**config.mk**
```make
export PLATFORM = sky130hd
export DESIGN_NAME = fft_out_drain
export DESIGN_NICKNAME = d
export VERILOG_FILES = /design/src/rtl/fft_out_drain.sv
export SDC_FILE = /design/constraint.sdc
export NUM_CORES = 2
export LEC_CHECK = 0
export BUFFER_PORTS_ARGS = -buffer_cell sky130_fd_sc_hd__clkbuf_2
export CAP_MARGIN = 20
export CORE_ASPECT_RATIO = 1.1
export CORE_MARGIN = 3
export CORE_UTILIZATION = 32
export DETAILED_ROUTE_END_ITERATION = 8
export MAX_ROUTING_LAYER = met4
export SLEW_MARGIN = 20
export SYNTH_ARGS = -nofsm -noshare
export SYNTH_HDL_FRONTEND = slang
export SYNTH_SLANG_ARGS = --single-unit
```
**constraint.sdc**
```tcl
create_clock -name clk -period 24.9 [get_ports clk]
set_input_delay 4.98 -clock clk [delete_from_list [all_inputs] [get_ports clk]]
set_output_delay 4.98 -clock clk [all_outputs]
set_load 0.1 [all_outputs]
```
**src/rtl/fft_out_drain.sv**
```systemverilog
// FFT output drain: captures whole frames from the two-lane FFT output into a
// ping-pong register buffer and replays them as a single-lane valid/ready stream.
module fft_out_drain #(
  parameter int N      = 4,
  parameter bit BITREV = 1'b0
) (
  input  logic        clk,
  input  logic        rst,
  input  logic        s_vld,
  output logic        s_rdy,
  input  logic [31:0] s_data0,
  input  logic [31:0] s_data1,
  output logic        m_vld,
  input  logic        m_rdy,
  output logic [31:0] m_data,
  output logic        m_last,
  output logic [15:0] frame_cnt
);

  localparam int SAMPLES = 2 ** (N + 1);
  localparam int AW      = N + 1;

  logic [31:0]   bank [2][SAMPLES];
  logic [1:0]    full;
  logic          wr_bank;
  logic          rd_bank;
  logic [N-1:0]  wr_ptr;
  logic [AW-1:0] rd_idx;
  logic [AW-1:0] rd_addr;
  logic          accept;
  logic          wr_done;
  logic          load;
  logic          rd_done;

  assign s_rdy   = !rst && !full[wr_bank];
  assign accept  = s_vld && s_rdy;
  assign wr_done = accept && (wr_ptr == {N{1'b1}});
  assign load    = full[rd_bank] && (!m_vld || m_rdy);
  assign rd_done = load && (rd_idx == {AW{1'b1}});

  always_comb begin
    rd_addr = rd_idx;
    if (BITREV) begin
      for (int i = 0; i < AW; i++) begin
        rd_addr[i] = rd_idx[AW-1-i];
      end
    end
  end

  // Sample storage carries no reset; the full flags alone decide what is valid.
  always_ff @(posedge clk) begin
    if (accept) begin
      bank[wr_bank][{wr_ptr, 1'b0}] <= s_data0;
      bank[wr_bank][{wr_ptr, 1'b1}] <= s_data1;
    end
  end

  always_ff @(posedge clk or posedge rst) begin
    if (rst) begin
      wr_ptr  <= '0;
      wr_bank <= 1'b0;
    end else if (accept) begin
      if (wr_done) begin
        wr_ptr  <= '0;
        wr_bank <= ~wr_bank;
      end else begin
        wr_ptr <= wr_ptr + 1'b1;
      end
    end
  end

  // Write completion and read release always hit different banks, so both apply.
  always_ff @(posedge clk or posedge rst) begin
    if (rst) begin
      full <= 2'b00;
    end else begin
      if (wr_done) full[wr_bank] <= 1'b1;
      if (rd_done) full[rd_bank] <= 1'b0;
    end
  end

  always_ff @(posedge clk or posedge rst) begin
    if (rst) begin
      m_data    <= '0;
      m_vld     <= 1'b0;
      m_last    <= 1'b0;
      rd_idx    <= '0;
      rd_bank   <= 1'b0;
      frame_cnt <= '0;
    end else if (load) begin
      m_data <= bank[rd_bank][rd_addr];
      m_vld  <= 1'b1;
      m_last <= (rd_idx == {AW{1'b1}});
      if (rd_done) begin
        rd_idx    <= '0;
        rd_bank   <= ~rd_bank;
        frame_cnt <= frame_cnt + 16'd1;
      end else begin
        rd_idx <= rd_idx + 1'b1;
      end
    end else if (m_vld && m_rdy) begin
      m_vld  <= 1'b0;
      m_last <= 1'b0;
    end
  end

endmodule

```
==> results.json <==
{
  "cap_violations": 0,
  "hold_buffers": 0,
  "setup_violations": 0,
  "criticalPathCategory": "primary input to output pin",
  "ant_nets": 0,
  "status": "finished, final reports clean",
  "drive_gt1_share_pct": 35.4,
  "die_h_um": 553,
  "period_needed_ns": 11.60,
  "syn_inst": 4248,
  "dieArea_mm2": 0.278,
  "dp_hpwl_mm": 126,
  "cp.required_ns": 19.92,
  "async_flop_share_pct": 2.98,
  "critPathMaxFanout": 25,
  "placeableCoreArea_mm2": 0.270,
  "hp-class": "flop to flop",
  "post_cts_resized": 0,
  "whs_ns": 0.473,
  "utilization_pct": 36.5,
  "synth_nets": 4323,
  "synth_seq_area_share_pct": 72.5,
  "layoutNonFillerInstCount": 8118,
  "cts-root-buf": "clkbuf_16",
  "arrival_ns": 6.62,
  "wire_per_inst_um": 29.6,
  "clk_pin_slew_ns": 0.06,
  "clkLatencyLatePin_ns": 0.85,
  "syn2layout_area_growth_pct": 13.2,
  "power.leakage_nw": 29.9,
  "wl_mm": 240,
  "synth_area_mm2": 0.0870,
  "ir_drop_mv": 0.0819,
  "worst_slew_pin_slew_ns": 1.09,
  "drc": 0,
  "ys_ff_latch": 2111,
  "hold_viol_final": 0,
  "multi_input_area_mm2": 0.0226,
  "fin_tns_setup_ns": 0,
  "setup_slack_ns": 13.30,
  "final_common_cell": "edfxtp_1",
  "vias": 44300,
  "grt_use_total_pct": 17.6,
  "drv_slew": 0,
  "rsz0062_at_grt": "false",
  "start_util_pct": 32.2,
  "min_path_cells": 1,
  "synth_flop_cell": "edfxtp_1",
  "gp_congestion": 0.760,
  "drt-pass1-iter-count": 5,
  "placedCellCount": 7694,
  "numCtsBuffers": 211,
  "rows": 200,
  "dp_slack_ns": 13.27,
  "finalCritPeriodShare_pct": 46.6,
  "final_cell_mix": "2048 x edfxtp_1, 549 x mux2_2, 457 x mux4_2",
  "ys.warnings.count": 0,
  "endpoint_kind": "output pin",
  "syn_area_per_cell_um2": 20.5,
  "post-cts-setup-buffers": 0,
  "slew_headroom_pct": 27.1,
  "cts.sinks": 2111,
  "n_fill_cell": 24700,
  "cp-start-kind": "primary input",
  "dr.first_iter.drc_count": 4963,
  "die_w_um": 503,
  "synth.distinct_cells": 61,
  "cts_tree": "done",
  "viasPerCell": 5.46,
  "ios": 119,
  "seqCellArea_mm2": 0.0631,
  "gr-total-overflow": 0,
  "powerDensity_mw_per_mm2": 96.0,
  "grt_pass1_vias": 45900,
  "max_freq_mhz": 86.2,
  "finalNetCount": 4448,
  "io_buffers": 118,
  "antenna_found_initial": 32,
  "fin_skew_ns": 0.0437,
  "htree_levels": 4,
  "rr_worst_depth": 7,
  "cts_max_path_buffers": 3,
  "grt_pass1_wl_mm": 342,
  "synth-edff-count": 2048,
  "grt_max_degree": 119
}
[registers in the layout (all words and copies together), names as in the netlist]
| signal | flops |
|---|---|
| m_last | 1 |
| m_data | 32 |
| wr_ptr | 4 |
| frame_cnt | 16 |
| wr_bank | 1 |
| m_vld | 1 |
| bank | 2048 |
| rd_addr | 5 |
| full | 2 |
| rd_bank | 1 |
[per-layer routing]
layer | global-route usage [%] | up-vias | wire [um] | share of wire [%]
li1 | - | 18100 | - | -
met1 | 22.6 | 24200 | 95500 | 40
met4 | 4.39 | 0 | 5760 | 2.4
met3 | 3.45 | 353 | 19200 | 8.0
met2 | 28.6 | 1706 | 120000 | 50
met5 | - | - | 0 | 0
[logic make-up (layout without fill, tap and decap cells)]
family          after synthesis  after routing  synth area share, %
flops                      2111           2111                 72.5
mux                        1177           1177                 20.9
buf+inv                     326            633                 1.94
compound gates              318            318                 2.81
simple gates                291            291                 1.60
xor+xnor                     18             18                0.181
fa+ha+maj                     7              7                0.101
other cells                   0             28                    0
[critical path: stages]
cell      delay [ns]
clkbuf_2        0.18
inv_4           0.45
and2_1          0.41
clkbuf_2        0.53
[cells in the mapped netlist (all sizes together) (2+ instances only)]
cell type     n  area share (%)
nor2b         5           0.036
o221a         2           0.026
o31ai         6           0.052
inv           9           0.039
o311ai        3           0.030
mux2i       161             1.9
a211o        19            0.19
buf         165             1.2
nor4          5           0.043
a221oi       27            0.27
clkbuf      152            0.66
nand2       124            0.53
xor2          8           0.080
nand4        19            0.14
a221o        17            0.20
o211ai       10           0.086
edfxtp     2048              71
o21ai        22            0.13
mux2        559             7.2
ha            7            0.10
a22o          9           0.091
o221ai       56            0.56
a211oi       15            0.13
nor2         40            0.17
xnor2        10            0.10
or3           2           0.014
o2111ai       5           0.050
nor3         27            0.18
a32oi        11            0.11
nand3b        5           0.043
nand2b        6           0.043
a22oi        35            0.30
a2111oi       5           0.057
nand3        24            0.14
o31a          3           0.030
dfrtp        63             1.8
o22ai        24            0.17
a21oi        39            0.22
and3          8           0.057
and2         23            0.17
o22a          5           0.050
mux4        457              12
[stage by stage]
stage / total power, mW / instance area, um^2
floorplan: 5.68 / 87000
global placement: 6.39 / 91600
detailed placement: 6.41 / 91600
CTS: 9.53 / 98500
global route: 9.78 / 98500
finish: 9.46 / 98500
[where the power goes]
part           switching, mW  internal [mW]  total [mW]
clock                   1.35           1.77        3.13
combinational           1.38          0.798        2.17
sequential             0.116           4.04        4.16
[area by class of cell]
cell class | instances | share of cell area (%)
flip-flops and latches | 2111 | 64.0
multi-input cells | 1811 | 22.9
clock buffers | 286 | 5.82
well taps | 3535 | 4.49
repair buffers | 229 | 1.53
clock inverters | 109 | 1.10
diodes | 28 | 0.0711
inverters | 9 | 0.0419
[worst paths after layout]
kind	startpoint	end	slack [ns]
setup / recovery	rst	s_rdy	13.30
hold / removal	frame_cnt[15]$_DFFE_PP0P_	frame_cnt[15]$_DFFE_PP0P_	0.47
setup reg to reg	rd_bank$_DFFE_PP0P_	m_data[8]$_DFFE_PP0P_	19.99
hold reg to reg	frame_cnt[15]$_DFFE_PP0P_	frame_cnt[15]$_DFFE_PP0P_	0.47
max in group asynchronous	rst	rd_bank$_DFFE_PP0P_	19.22
min in group asynchronous	rst	wr_bank$_DFFE_PP0P_	4.32
(Power assumes the default switching activity.)
